### src/rtl/serial_adder_if.sv
// Operand/result bundle for serial_adder: the requester drives start and the
// operands, and the adder returns the busy/done handshake and the result.
interface serial_adder_if #(
  parameter int WIDTH = 16
);
  logic             start;
  logic [WIDTH-1:0] a;
  logic [WIDTH-1:0] b;
  logic             cin;
  logic             sub;
  logic             busy;
  logic             done;
  logic [WIDTH-1:0] sum;
  logic             cout;
  logic             overflow;

  modport master (
    output start, a, b, cin, sub,
    input  busy, done, sum, cout, overflow
  );

  modport slave (
    input  start, a, b, cin, sub,
    output busy, done, sum, cout, overflow
  );
endinterface

### src/rtl/serial_adder.sv
// Multi-cycle adder/subtractor: one DIGIT-wide ripple slice per clock with a
// registered carry. WIDTH must be a multiple of DIGIT.
module serial_adder #(
  parameter int WIDTH = 16,
  parameter int DIGIT = 1
) (
  input  logic           clk,
  input  logic           rst_n,
  serial_adder_if.slave  bus
);

  localparam int STEPS = WIDTH / DIGIT;
  localparam int CW    = (STEPS > 1) ? $clog2(STEPS) : 1;

  typedef enum logic [1:0] {
    S_IDLE,
    S_RUN,
    S_DONE
  } state_t;

  state_t           r_state;
  logic [CW-1:0]    r_cnt;
  logic [WIDTH-1:0] r_op_a;
  logic [WIDTH-1:0] r_op_b;
  logic [WIDTH-1:0] r_acc;
  logic             r_carry;
  logic             r_busy;
  logic             r_done;
  logic [WIDTH-1:0] r_sum;
  logic             r_cout;
  logic             r_ovf;

  logic [DIGIT:0]   w_slice;
  logic             w_c_msb;
  logic [WIDTH-1:0] w_s_top;
  logic [WIDTH-1:0] w_acc_next;
  logic             w_last;

  assign w_slice = {1'b0, r_op_a[DIGIT-1:0]} + {1'b0, r_op_b[DIGIT-1:0]}
                 + (DIGIT+1)'(r_carry);

  // Carry into the top bit of the slice, recovered from its sum bit.
  assign w_c_msb = w_slice[DIGIT-1] ^ r_op_a[DIGIT-1] ^ r_op_b[DIGIT-1];

  assign w_s_top    = WIDTH'(w_slice[DIGIT-1:0]) << (WIDTH - DIGIT);
  assign w_acc_next = (r_acc >> DIGIT) | w_s_top;
  assign w_last     = (r_cnt == CW'(STEPS - 1));

  // NOTE: all state updates use non-blocking assignments so every register
  // samples the pre-edge values, independent of statement order.
  always_ff @(posedge clk) begin
    if (!rst_n) begin
      r_state <= S_IDLE;
      r_cnt   <= '0;
      r_op_a  <= '0;
      r_op_b  <= '0;
      r_acc   <= '0;
      r_carry <= 1'b0;
      r_busy  <= 1'b0;
      r_done  <= 1'b0;
      r_sum   <= '0;
      r_cout  <= 1'b0;
      r_ovf   <= 1'b0;
    end else begin
      r_done <= 1'b0;
      unique case (r_state)
        S_IDLE, S_DONE: begin
          if (bus.start) begin
            r_op_a  <= bus.a;
            r_op_b  <= bus.sub ? ~bus.b : bus.b;
            r_carry <= bus.sub ? 1'b1 : bus.cin;
            r_cnt   <= '0;
            r_busy  <= 1'b1;
            r_state <= S_RUN;
          end else begin
            r_state <= S_IDLE;
          end
        end
        S_RUN: begin
          r_op_a  <= r_op_a >> DIGIT;
          r_op_b  <= r_op_b >> DIGIT;
          r_acc   <= w_acc_next;
          r_carry <= w_slice[DIGIT];
          if (w_last) begin
            r_sum   <= w_acc_next;
            r_cout  <= w_slice[DIGIT];
            r_ovf   <= w_c_msb ^ w_slice[DIGIT];
            r_busy  <= 1'b0;
            r_done  <= 1'b1;
            r_state <= S_DONE;
          end else begin
            r_cnt <= r_cnt + CW'(1);
          end
        end
        default: r_state <= S_IDLE;
      endcase
    end
  end

  assign bus.busy     = r_busy;
  assign bus.done     = r_done;
  assign bus.sum      = r_sum;
  assign bus.cout     = r_cout;
  assign bus.overflow = r_ovf;

endmodule

### src/flat_wrapper.sv
// flat-port wrapper written by rule: the top's interface ports become plain ports
module serial_adder_flat 
#(
  parameter int WIDTH = 16,
  parameter int DIGIT = 1
)
  (clk, rst_n, bus_start, bus_a, bus_b, bus_cin, bus_sub, bus_busy, bus_done, bus_sum, bus_cout, bus_overflow);
  serial_adder_if #(.WIDTH(WIDTH)) bus_i ();
  input  logic clk;
  input  logic rst_n;
  input wire logic [$bits(bus_i.start)-1:0] bus_start;
  input wire logic [$bits(bus_i.a)-1:0] bus_a;
  input wire logic [$bits(bus_i.b)-1:0] bus_b;
  input wire logic [$bits(bus_i.cin)-1:0] bus_cin;
  input wire logic [$bits(bus_i.sub)-1:0] bus_sub;
  output wire logic [$bits(bus_i.busy)-1:0] bus_busy;
  output wire logic [$bits(bus_i.done)-1:0] bus_done;
  output wire logic [$bits(bus_i.sum)-1:0] bus_sum;
  output wire logic [$bits(bus_i.cout)-1:0] bus_cout;
  output wire logic [$bits(bus_i.overflow)-1:0] bus_overflow;
  assign bus_i.start = bus_start;
  assign bus_i.a = bus_a;
  assign bus_i.b = bus_b;
  assign bus_i.cin = bus_cin;
  assign bus_i.sub = bus_sub;
  assign bus_busy = bus_i.busy;
  assign bus_done = bus_i.done;
  assign bus_sum = bus_i.sum;
  assign bus_cout = bus_i.cout;
  assign bus_overflow = bus_i.overflow;
  serial_adder #(.WIDTH(WIDTH), .DIGIT(DIGIT)) u_core (.clk(clk), .rst_n(rst_n), .bus(bus_i));
endmodule
### config.mk
export PLATFORM = sky130hd
export DESIGN_NAME = serial_adder_flat
export DESIGN_NICKNAME = d
export VERILOG_FILES = /design/src/rtl/serial_adder_if.sv /design/src/rtl/serial_adder.sv /design/src/flat_wrapper.sv
export SDC_FILE = /design/constraint.sdc
export NUM_CORES = 1
export LEC_CHECK = 0
export BUFFER_PORTS_ARGS = -buffer_cell sky130_fd_sc_hd__clkbuf_2
export CORE_AREA = 2 2 77 79
export DETAILED_ROUTE_END_ITERATION = 16
export DIE_AREA = 0 0 79 81
export HOLD_SLACK_MARGIN = 0.08
export PLACE_DENSITY = 0.77
export SLEW_MARGIN = 15
export SYNTH_ARGS = -nofsm -noshare
export SYNTH_HDL_FRONTEND = slang
export SYNTH_SLANG_ARGS = --single-unit
### constraint.sdc
create_clock -name clk -period 1.8 [get_ports clk]
set_clock_uncertainty 0.2 [all_clocks]
set_input_delay 0.36 -clock clk [delete_from_list [all_inputs] [get_ports clk]]
set_output_delay 0.36 -clock clk [all_outputs]
set_load 0.02 [all_outputs]
### Word level (Yosys, flattened, before mapping)

Cells that the tools add are included.

| cells by class | value |
|---|---|
| add/sub/neg operators | 3 |
| equality and inequality tests | 6 |
| multiplexer cells | 18 |
| bitwise logic cells | 5 |
| reduce and logical (&&, ||, !) cells | 8 |

Operators with widths:

| kind | count |
|---|---|
| 16-bit case mux with 2 select lines | 2 |
| 16-bit two-way mux | 3 |
| 16-bit NOT | 1 |
| 15-bit by 16-bit OR with 16-bit output | 1 |
| 4-bit two-way mux | 2 |
| 4-bit case mux with 2 select lines | 1 |
| 1-bit two-way mux | 6 |
| 2-bit AND reduction | 3 |
| 3-bit AND reduction | 2 |
| 4-bit by 1-bit adder with 4-bit output, second input constant | 1 |
| 4-bit == test, second input constant | 1 |
| 2-bit != test, second input constant | 2 |
| 1-bit case mux with 2 select lines | 2 |
| 2-bit case mux with 2 select lines | 1 |
| 1-bit bitwise XOR | 3 |
| 1-bit by 1-bit adder with 2-bit output | 1 |
| 2-bit by 1-bit adder with 2-bit output | 1 |
| 2-bit by 1-bit == test with 1-bit output, second input constant | 1 |
| 2-bit == test, second input constant | 1 |
| 2-bit logical NOT | 1 |
| 2-bit two-way mux | 1 |
| 2-bit by 1-bit != test with 1-bit output, second input constant | 1 |
| 2-bit nonzero test | 1 |
| 2-bit OR reduction | 1 |

| storage, ports and cells | value |
|---|---|
| register bits after elaboration | 75 |

### Logic depth before layout (Yosys ltp)

| logic depth | value |
|---|---|
| word-level depth | 5 |
| mapped depth | 6 |
| mapped depth without buffers | 4 |

### Worst setup path before layout

OpenSTA, ideal clock, no wires.

| timing path | value |
|---|---|
| path kind | reg-to-reg |
| start | register u_core.r_carry |
| end | register u_core.r_ovf, in the netlist u_core.bus.overflow |
| setup time | 0.117 ns |
| arrival | 1.319 ns |
| data required time | 1.483 ns |
| setup slack | 0.165 ns |
| cell stages (with the launch flop) | 5 |
| path buffers | 0 |
| period minus slack after synthesis | 1.635 ns |
| cells stage by stage | dfxtp_1 -> fa_1 -> xor2_1 -> xnor2_1 -> a22o_1 |

| between the ends | value |
|---|---|
| cells in the longest elaborated chain, start to end | 4 |

RTL lines:

| item | line | text |
|---|---|---|
| start: declaration | serial_adder.sv:26 | `logic r_carry;` |
| start signal: assignment | serial_adder.sv:71 | `r_carry <= bus.sub ? 1'b1 : bus.cin;` |
| start signal: assignment | serial_adder.sv:83 | `r_carry <= w_slice[DIGIT];` |
| 2-bit by 1-bit adder with 2-bit output * | serial_adder.sv:40 | `+ (DIGIT+1)'(r_carry);` |
| 1-bit bitwise XOR (2 in series) | serial_adder.sv:43 | `assign w_c_msb = w_slice[DIGIT-1] ^ r_op_a[DIGIT-1] ^ r_op_b[DIGIT-1];` |
| 1-bit bitwise XOR * | serial_adder.sv:87 | `r_ovf <= w_c_msb ^ w_slice[DIGIT];` |
| end signal: assignment | serial_adder.sv:87 |  |
| end: declaration | serial_adder.sv:31 | `logic r_ovf;` |

Mark *: on every way between the ends. The rest lies on a longest branch, timed or not.
A chain may end at the register's enable or synchronous reset.

### Worst setup path in the final report

Same ends and word-level chain as after synthesis.

==> run_results.csv <==
group,metric,value,unit
yosys,ys_ff_latch,74,
worst_setup_path,max_stage_delay,0.61,ns
clock_tree,cts_max_path_buffers,2,
finish,multiInputGateArea,0.00132,mm2
drt,vias,2458,
yosys,syn-num-nets,355,
placement,placed_area,0.00332,mm2
die,num_rows,28,
yosys,syn_avg_cell_area,9.32,um2
clock_tree,htreeDepth,3,
worst_setup_path,end_kind,"flip-flop",
placement,finalWeightedCongestion,0.755,
sta,fin_tns_setup,0,ns
drt,final_antenna_net_count,0,
power_and_ir_drop,p_leak,1.42,nW
finish,syn_to_final_growth,20.0,%
die,die_area,0.00640,mm2
clock_tree,postCtsSetupBuffers,0,
worst_hold_path,min_path_type,"in -> reg",
global_routing,grt_pass1_vias,2318,
power_and_ir_drop,total_power,3.42,mW
yosys,synthCells,316,
placement,pre_cts_slack,0.110,ns
die,die_y,81,um
worst_setup_path,cpMaxStageDelayCell,"fa_1",
clock_tree,ctsHoldBuffers,1,
placement,hpwl,4.03,mm
sta,rsz0062_at_grt,"false",
drt,viasPerCell,5.45,
yosys,yosys_warnings,0,
yosys,async_flop_share,0,%
finish,final_core_util,62.3,%
yosys,yosysSeqAreaShare,50.3,%
power_and_ir_drop,ir_worst_vdd,636,uV
global_routing,track_usage,19.7,%
yosys,synth.distinct_cells,29,
global_routing,grt_pass1_wl,10.2,mm
yosys,synth_top_area_cell,"dfxtp_1",
clock_tree,cts_sinks,74,
global_routing,antenna_found_initial,0,
die,fp.coreArea,0.00568,mm2
sta,worst_slew_pin_slew,0.492,ns
clock_tree,cts_tree,"yes",
sta,fmax,589,MHz
worst_setup_path,critical-path-top-delay-family,"adder cells",
run,cap_violations,0,
sta,maxSlewViolCount,0,
global_routing,grt_overflow,0,
yosys,syn_area,0.00295,mm2
clock_tree,numCtsBuffers,9,
die,io_pins,57,
finish,nFillCells,512,
sta,setup_viol,0,
die,start_util,51.9,%
finish,n_antenna_cell,0,
worst_setup_path,worst-path-buf-inv,0,
global_routing,grt_max_degree,30,
sta,finalHoldViolCount,0,
drt,drt_iter0_drc,92,
worst_setup_path,worstSetupPathType,"reg -> reg",
finish,drive_gt1_share,25.3,%
drt,totalWireLength,6.06,mm
yosys,synthTopCellsByCount,"dfxtp_1 (74), a21oi_1 (50), nand2_1 (37), nand3_1 (36), a22oi_1 (30)",
run_status,outcome,"completed",
die,dieWidth,79,um
worst_setup_path,critPathLaunchType,"flip-flop",
finish,nets,410,
finish,regArea,0.00148,mm2
placement,io_buffers,56,
sta,fin_crit_sh,94.3,%
clock_tree,cts.repair.resized,0,
worst_setup_path,worstPathRequired,1.83,ns
sta,fin_ws,0.102,ns
yosys,yosys.area.top_type_share,50.3,%
drt,drc_errors,0,
clock_tree,cts.clk_slew.worst_paths,0.08,ns
worst_setup_path,crit_fanout,3,
drt,dr.pass1.iters,5,
yosys,synth_ff_type,"dfxtp_1",
worst_setup_path,timing.critical_path.arrival,1.73,ns
sta,min_period,1.70,ns
clock_tree,clkLatencyLatePin,0.34,ns
yosys,synth.most_common_cell,"dfxtp_1",
drt,wl_per_cell,13.4,um
worst_setup_path,path_cells,"fa_1 -> xor2_1 -> xnor2_1 -> a22o_1",
sta,relSlewSlack,67.2,%
yosys,synthTopCellsByArea,"dfxtp_1 (50%), a21oi_1 (8.5%), a22oi_1 (7.6%)",
finish,design_area,0.00354,mm2
power_and_ir_drop,power_density,968,mW/mm2
clock_tree,cts_root_buffer,"clkbuf_8",
yosys,synth_edf_count,0,
[flip-flops by register name (all words and copies together), names as in the netlist]
signal / flops
u_core.r_acc: 15
u_core.bus.overflow: 1
u_core.bus.busy: 1
u_core.r_op_a: 16
u_core.bus.done: 1
u_core.r_op_b: 16
u_core.r_state: 2
u_core.bus.sum: 16
u_core.r_cnt: 4
u_core.r_carry: 1
u_core.bus.cout: 1
[cells in the final DEF (no fill, tap or decap), drive strengths merged, types with 2 or more instances in the layout]
master  instances
a21oi          51
xor2           18
nand3          37
dfxtp          74
buf            16
nand2b          3
a22o           18
o21ai           2
o211ai          2
a22oi          30
nor3            2
xnor2           2
nand2          37
nor2b           2
clkinv          3
clkbuf         67
[worst reg2reg max path, cell delays in order, from the launching register on]
cell and delay (ns):
dfxtp_1 0.33, fa_1 0.61, xor2_1 0.18, xnor2_1 0.09, a22o_1 0.19
[report_power, final]
part / total, mW / leakage (nW) / internal (mW) / switching (mW)
clock: 1.30 / 0.105 / 0.709 / 0.590
sequential: 1.74 / 0.602 / 1.70 / 0.0398
combinational: 0.384 / 0.710 / 0.163 / 0.221
[metal layers]
metal  vias up  global-route usage, %  wire (um)
met3         4                   4.67        277
met2        64                   35.0       3060
met4         0                   6.72         37
li1       1240                      -          -
met5         -                      0          0
met1      1150                   23.4       2680
[stage by stage]
stage | hold slack [ns] | cells
after global placement | 0.252 | 434
after detailed placement | 0.255 | 434
after CTS | 0.0809 | 451
after floorplan | 0.236 | 316
final | 0.0899 | 451
after global routing | 0.0920 | 451
[kinds of logic (layout without fill, tap and decap cells)]
logic type,count (synthesis),after routing,synth area share (%)
fa+ha+maj,2,2,1.10
xor+xnor,20,20,5.94
flops,74,74,50.3
compound gates,107,107,23.9
simple gates,83,83,13.4
buf+inv,30,90,5.39
[worst paths after layout]
path	to	slack, ns	depth (start not counted)	startpoint
max	u_core.bus.overflow$_SDFFE_PN0P_	0.10	4	u_core.r_carry$_SDFFE_PN0P_
min	u_core.r_op_a[14]$_SDFFE_PN0P_	0.09	3	bus_a[14]
max reg2reg	u_core.bus.overflow$_SDFFE_PN0P_	0.10	4	u_core.r_carry$_SDFFE_PN0P_
min reg2reg	u_core.r_acc[1]$_SDFFE_PN0P_	0.26	2	u_core.r_acc[1]$_SDFFE_PN0P_
[area by class of cell]
cell class,count,share of cell area (%)
Tap cell,75,2.65
Multi-Input combinational cell,212,37.3
Clock inverter,5,1.49
Clock buffer,11,4.28
Timing Repair Buffer,73,12.3
Inverter,1,0.106
Sequential cell,74,41.9
Power figures use the tool's default switching activity.
